**config.mk**
```make
export PLATFORM = sky130hd
export DESIGN_NAME = mux_81_sel_seq
export DESIGN_NICKNAME = d
export VERILOG_FILES = /design/src/rtl/mux_pkg.sv /design/src/rtl/step_timer.sv /design/src/rtl/mux_81_sel_seq.sv
export SDC_FILE = /design/constraint.sdc
export NUM_CORES = 1
export LEC_CHECK = 0
export CORE_AREA = 2 2 45 47
export CTS_BUF_LIST = sky130_fd_sc_hd__clkbuf_4 sky130_fd_sc_hd__clkbuf_8 sky130_fd_sc_hd__clkbuf_16
export DETAILED_ROUTE_END_ITERATION = 10
export DIE_AREA = 0 0 47 49
export PLACE_DENSITY = 0.78
export SYNTH_ARGS = -nofsm -noshare
export SYNTH_HDL_FRONTEND = slang
export SYNTH_SLANG_ARGS = --single-unit
```
**constraint.sdc**
```tcl
create_clock -name clk -period 4.5 [get_ports clk]
set_clock_uncertainty 0.05 [all_clocks]
set_input_delay 0.45 -clock clk [delete_from_list [all_inputs] [get_ports clk]]
set_output_delay 0.45 -clock clk [all_outputs]
set_load 0.02 [all_outputs]
```
**src/rtl/mux_pkg.sv**
```systemverilog
// ============================================================================
// Module  : mux_pkg
// Brief   : Shared constants, types and select-order helpers for the 8:1
//           bit-select mux driver.
// Revision: 1.0 - initial release
// ============================================================================
`default_nettype none

package mux_pkg;

  localparam int N_IN  = 8;
  localparam int SEL_W = 3;

  typedef logic [SEL_W-1:0] sel_t;

  typedef enum logic [1:0] {
    IDLE = 2'd0,
    SCAN = 2'd1
  } seq_state_t;

  function automatic sel_t first_sel(input logic msb_first);
    return msb_first ? sel_t'(N_IN - 1) : sel_t'(0);
  endfunction

  function automatic sel_t final_sel(input logic msb_first);
    return msb_first ? sel_t'(0) : sel_t'(N_IN - 1);
  endfunction

  function automatic sel_t next_sel(input sel_t sel, input logic msb_first);
    return msb_first ? (sel - sel_t'(1)) : (sel + sel_t'(1));
  endfunction

endpackage

`default_nettype wire

```
**src/rtl/step_timer.sv**
```systemverilog
// ============================================================================
// Module  : step_timer
// Brief   : Per-bit hold counter; ticks on the last cycle of each select hold.
// Revision: 1.0 - initial release
// ============================================================================
`default_nettype none

module step_timer #(
  parameter int BIT_CYCLES = 1
) (
  input  logic clk,
  input  logic rst_n,
  input  logic run,
  input  logic clr,
  output logic tick
);

  localparam int CNT_W = (BIT_CYCLES > 1) ? $clog2(BIT_CYCLES) : 1;
  localparam logic [CNT_W-1:0] C_TERM = CNT_W'(BIT_CYCLES - 1);

  generate
    if (BIT_CYCLES < 1) begin : g_bad_bit_cycles
      $error("step_timer: BIT_CYCLES must be >= 1");
    end
  endgenerate

  logic [CNT_W-1:0] cnt_q;
  logic [CNT_W-1:0] cnt_d;

  assign tick = run && (cnt_q == C_TERM);

  // Counter rests at zero whenever not running, so each hold starts fresh.
  always_comb begin
    cnt_d = cnt_q + CNT_W'(1);
    if (clr || !run || tick) begin
      cnt_d = '0;
    end
  end

  always_ff @(posedge clk or negedge rst_n) begin
    if (!rst_n) begin
      cnt_q <= '0;
    end else begin
      cnt_q <= cnt_d;
    end
  end

endmodule

`default_nettype wire

```
**src/rtl/mux_81_sel_seq.sv**
```systemverilog
// ============================================================================
// Module  : mux_81_sel_seq
// Brief   : Captures a word and steps the 8:1 mux select through every bit,
//           emitting sample strobe, last-bit flag and end-of-word pulse.
// Revision: 1.0 - initial release
// ============================================================================
`default_nettype none

module mux_81_sel_seq
  import mux_pkg::*;
#(
  parameter int BIT_CYCLES = 1,
  parameter bit MSB_FIRST  = 1'b0
) (
  input  logic            clk,
  input  logic            rst_n,
  input  logic            in_valid,
  output logic            in_ready,
  input  logic [N_IN-1:0] data_in,
  input  logic            abort,
  output logic [N_IN-1:0] i_out,
  output logic [SEL_W-1:0] s_out,
  output logic            bit_strobe,
  output logic            last,
  output logic            busy,
  output logic            done
);

  seq_state_t      state_q, state_d;
  logic [N_IN-1:0] i_out_q, i_out_d;
  sel_t            s_out_q, s_out_d;
  logic            busy_q, busy_d;
  logic            done_q, done_d;

  logic            w_in_scan;
  logic            w_capture;
  logic            w_tick;
  logic            w_last_bit;

  assign w_in_scan  = (state_q == SCAN);
  assign w_capture  = (state_q == IDLE) && in_valid;
  assign w_last_bit = (s_out_q == final_sel(MSB_FIRST));

  // Abort gates the timer, which both suppresses the strobe and clears the count.
  step_timer #(
    .BIT_CYCLES(BIT_CYCLES)
  ) u_step_timer (
    .clk  (clk),
    .rst_n(rst_n),
    .run  (w_in_scan && !abort),
    .clr  (w_capture),
    .tick (w_tick)
  );

  always_comb begin
    state_d = state_q;
    i_out_d = i_out_q;
    s_out_d = s_out_q;
    done_d  = 1'b0;
    case (state_q)
      IDLE: begin
        if (in_valid) begin
          state_d = SCAN;
          i_out_d = data_in;
          s_out_d = first_sel(MSB_FIRST);
        end
      end
      SCAN: begin
        if (abort) begin
          state_d = IDLE;
        end else if (w_tick) begin
          if (w_last_bit) begin
            state_d = IDLE;
            done_d  = 1'b1;
          end else begin
            s_out_d = next_sel(s_out_q, MSB_FIRST);
          end
        end
      end
      default: begin
        state_d = IDLE;
      end
    endcase
    busy_d = (state_d == SCAN);
  end

  always_ff @(posedge clk or negedge rst_n) begin
    if (!rst_n) begin
      state_q <= IDLE;
      i_out_q <= '0;
      s_out_q <= '0;
      busy_q  <= 1'b0;
      done_q  <= 1'b0;
    end else begin
      state_q <= state_d;
      i_out_q <= i_out_d;
      s_out_q <= s_out_d;
      busy_q  <= busy_d;
      done_q  <= done_d;
    end
  end

  assign in_ready   = (state_q == IDLE);
  assign bit_strobe = w_tick;
  assign last       = w_tick && w_last_bit;
  assign i_out      = i_out_q;
  assign s_out      = s_out_q;
  assign busy       = busy_q;
  assign done       = done_q;

endmodule

`default_nettype wire

```
==> impl_summary.txt <==
----------------------------------------------------
[Run status]
  Status ... complete, no violations

[Power]
  Leakage Power ... 0.000436 uW
  Switching portion of total power ... 31.3%
  Part of the power in the clock network ... 21.3%
  Net Sw Power ... 139 uW
  Part of the total power dissipated in combinational logic ... 34.9%
  Peak ir drop on the vdd network ... 0.234 mV
  Sequential power share ... 43.8%
  Int Pwr ... 306 uW
  Overall power after layout ... 445 uW
  Power density over the cells ... 440 nW/um^2

[Critical path]
  Max stage delay on crit path ... 590 ps
  Startpoint type of the worst setup path ... input pin
  CP max stage cell ... sky130_fd_sc_hd__clkdlybuf4s50_1
  Ordered list of cells on the worst path ... clkdlybuf4s50_1 -> nor4b_1 -> and2_1 -> clkdlybuf4s50_1
  RR Startpoint ... s_out[0]
  Critical path's most frequent cell ... sky130_fd_sc_hd__clkdlybuf4s50_1
  Critical path endpoint category ... primary output
  Biggest fanout along the worst timing path ... 3
  Required time of the critical path ... 4000 ps
  Setup slack, reg-to-reg ... 2540 ps
  CP Data Arrival Time ... 2110 ps
  Critical path class ... in2out
  Launching element of the worst setup path ... abort
  Capturing point of the worst reg2reg path ... s_out[2]
  Worst R2R Path Depth ... 5

[Worst hold path]
  Worst Hold Launch ... i_out[0]
  Hold crit path type ... reg2reg
  Worst Hold Depth ... 1
  Endpoint, Worst Hold ... i_out[0]

[Logic synthesis]
  Flip-flop and latch count after synthesis ... 16
  Most used DFF post-synth ... sky130_fd_sc_hd__dfrtp_1
  Area share of fa/ha/maj cells after synthesis ... 3.66%
  Area leader, netlist ... sky130_fd_sc_hd__dfrtp_1
  Mux cell area share after synthesis ... 13.2%
  Synthesized area per cell ... 13.7 sq um
  Library cell with the highest instance count after synthesis ... sky130_fd_sc_hd__dfrtp_1
  Share of the synthesized area in compound gates (AO/OA/AOI/OAI) ... 8.41%
  Synth Area in XOR/XNOR ... 0%
  Post-synthesis sequential area ratio ... 58.5%
  Number of enable-type register cells in the synthesized netlist ... 0
  Proportion of synthesized flip-flops having asynchronous set or reset ... 100%
  Top cell type's share of synthesized area ... 58.5%
  Post-synth top cells ... sky130_fd_sc_hd__dfrtp_1 (16), sky130_fd_sc_hd__mux2_2 (8)
  Synth Cell Area ... 684 sq um
  Area fraction in and, or, nand and nor cells after synthesis ... 12.8%
  Synth area leaders ... sky130_fd_sc_hd__dfrtp_1 (59%), sky130_fd_sc_hd__mux2_2 (13%), sky130_fd_sc_hd__ha_1 (3.7%)
  Synth warnings ... 0
  Number of distinct library cells after synthesis ... 21
  Cell count after synthesis ... 50
  Largest family of logic cells by synthesized area ... multiplexers

[GRT]
  Total Routing Usage GR ... 13.5%
  Maximum number of pins on one net before global-route repair ... 17
  Initial antenna violation count ... 0
  Global-route wire length before repair ... 2.25 mm
  Number of global-route vias before repair ... 506
  Total overflow reported by the global router ... 0

[Clock tree]
  Maximum root-to-sink buffer count ... 2
  H-tree levels ... 1
  CTS Root Buffer Type ... sky130_fd_sc_hd__clkbuf_4
  Clock input transition at the sequential cells of the worst setup and hold paths ... 100 ps
  Worst-Skew Late Latency ... 290 ps
  Total of hold buffers inserted after clock tree synthesis ... 0
  CTS tree ... yes
  Number of buffers inserted by post-CTS setup repair ... 0
  CTS sink cnt ... 16
  Number of gates resized after CTS ... 0
  Number of buffers created by CTS ... 3

[Timing]
  Relative slew slack ... 52.9%
  Achievable clock frequency ... 384 MHz
  Final worst-path cycle share ... 57.9%
  Final Hold Fails ... 0
  Final worst path period need ... 2610 ps
  Final total negative setup slack ... 0 ps
  Setup repair after global routing missed its margin ... no
  Actual slew at the worst max-slew pin ... 705 ps
  Max Transition Viols Final ... 0
  Total setup violations reported at the end of the flow ... 0

[Die]
  Die span in y ... 49 um
  Number of standard-cell rows in the floorplan ... 16
  Number of I/O pins ... 28
  Placeable Area ... 1840 sq um
  Initial Util ... 37.2%
  Die span in x ... 47 um
  Overall die area ... 2300 sq um

[Route]
  DRC violation count after routing ... 0
  DR iter-0 viols ... 7
  Drt pass-1 iters ... 4
  Routed via count ... 498
  Remaining number of nets flagged by the antenna check after routing ... 0
  Routed wire length per instance ... 12.3 um
  Drt total wl ... 1.32 mm
  Via count normalized by instance count ... 4.65

[Placement]
  Area after DPL ... 976 sq um
  Port-buffer cells ... 27
  Placer Congestion ... 0.716
  HPWL after detailed placement ... 964 um

[Flow run]
  Max-capacitance violation count ... 0

[Layout]
  Filler cell count ... 168
  Area grow syn2layout ... 47.9%
  Finished Core Util ... 55.0%
  Layout Cell Area excl Fill ... 1010 sq um
  Post-layout net count ... 95
  Antenna fix cells ... 0
  Fraction of final layout cells sized beyond drive strength 1 ... 17.5%

----------------------------------------------------
## cell families (layout without fill, tap and decap cells)
family,Yosys count,count (layout)
flip-flops,16,16
AND/OR/NAND/NOR,13,13
multiplexers,8,8
AO/OA/AOI/OAI,7,7
buffers and inverters,3,32
adder cells (fa/ha/maj),2,2
other,1,2
## power groups by stage
stage               sequential [uW]  combinational, uW  clock (uW)
global route                    199                169         107
detailed placement              197                156           0
floorplan                       226               48.4           0
finish                          195                155        95.0
CTS                             195                158        97.1
global placement                196                151           0
## how the worst max path moves through the flow
stage / to / slack, ps / cells after the start
floorplan: last / 2270 / 3
global placement: last / 1980 / 4
detailed placement: last / 1870 / 4
CTS: last / 1890 / 4
global route: last / 1750 / 4
finish: last / 1890 / 4
## flip-flops by register name (all words and copies together) (netlist names)
name and count:
done 1, s_out 3, state_q 2, i_out 8, u_step_timer.cnt_q 1, busy 1
## final cells by class
class	instances	area (sq um)	area share (%)
multi-input cells	32	268	26.5
inverters	1	3.75	0.371
well taps	27	33.8	3.34
flip-flops and latches	16	400	39.6
clock buffers	4	36.3	3.58
repair buffers	27	270	26.7
## placed cells by master (no fill, tap or decap), drive strengths merged
master         count
clkdlybuf4s50     27
dfrtp             16
mux2               8
clkbuf             4
nor2               2
nand2b             2
a21oi              2
and2               2
o211a              2
a221o              2
ha                 2
conb               2
nand3b             1
nor4b              1
inv                1
nor3               1
or4b               1
o211ai             1
or3                1
nand2              1
nand3              1
## routing by layer
| metal | routed length (um) | vias up | GRT usage, % |
|---|---|---|---|
| li1 | - | 240 | - |
| met1 | 583 | 241 | 16.4 |
| met2 | 658 | 14 | 21.0 |
| met3 | 53 | 3 | 2.59 |
| met4 | 21 | 0 | 8.33 |
| met5 | 0 | - | 0 |
## worst max-delay path: cells and delay by family
family	cells	cell delay, ps
buffers and inverters	2	1020
AND/OR/NAND/NOR	2	630
## stage by stage
step | setup slack [ps] | cells | hold WS, ps
after floorplan | 2270 | 51 | 104
after global placement | 1980 | 103 | 438
after detailed placement | 1870 | 103 | 447
after CTS | 1890 | 107 | 469
after global routing | 1750 | 107 | 483
final | 1890 | 107 | 466
Note: power is estimated with default switching activity, not from simulation.
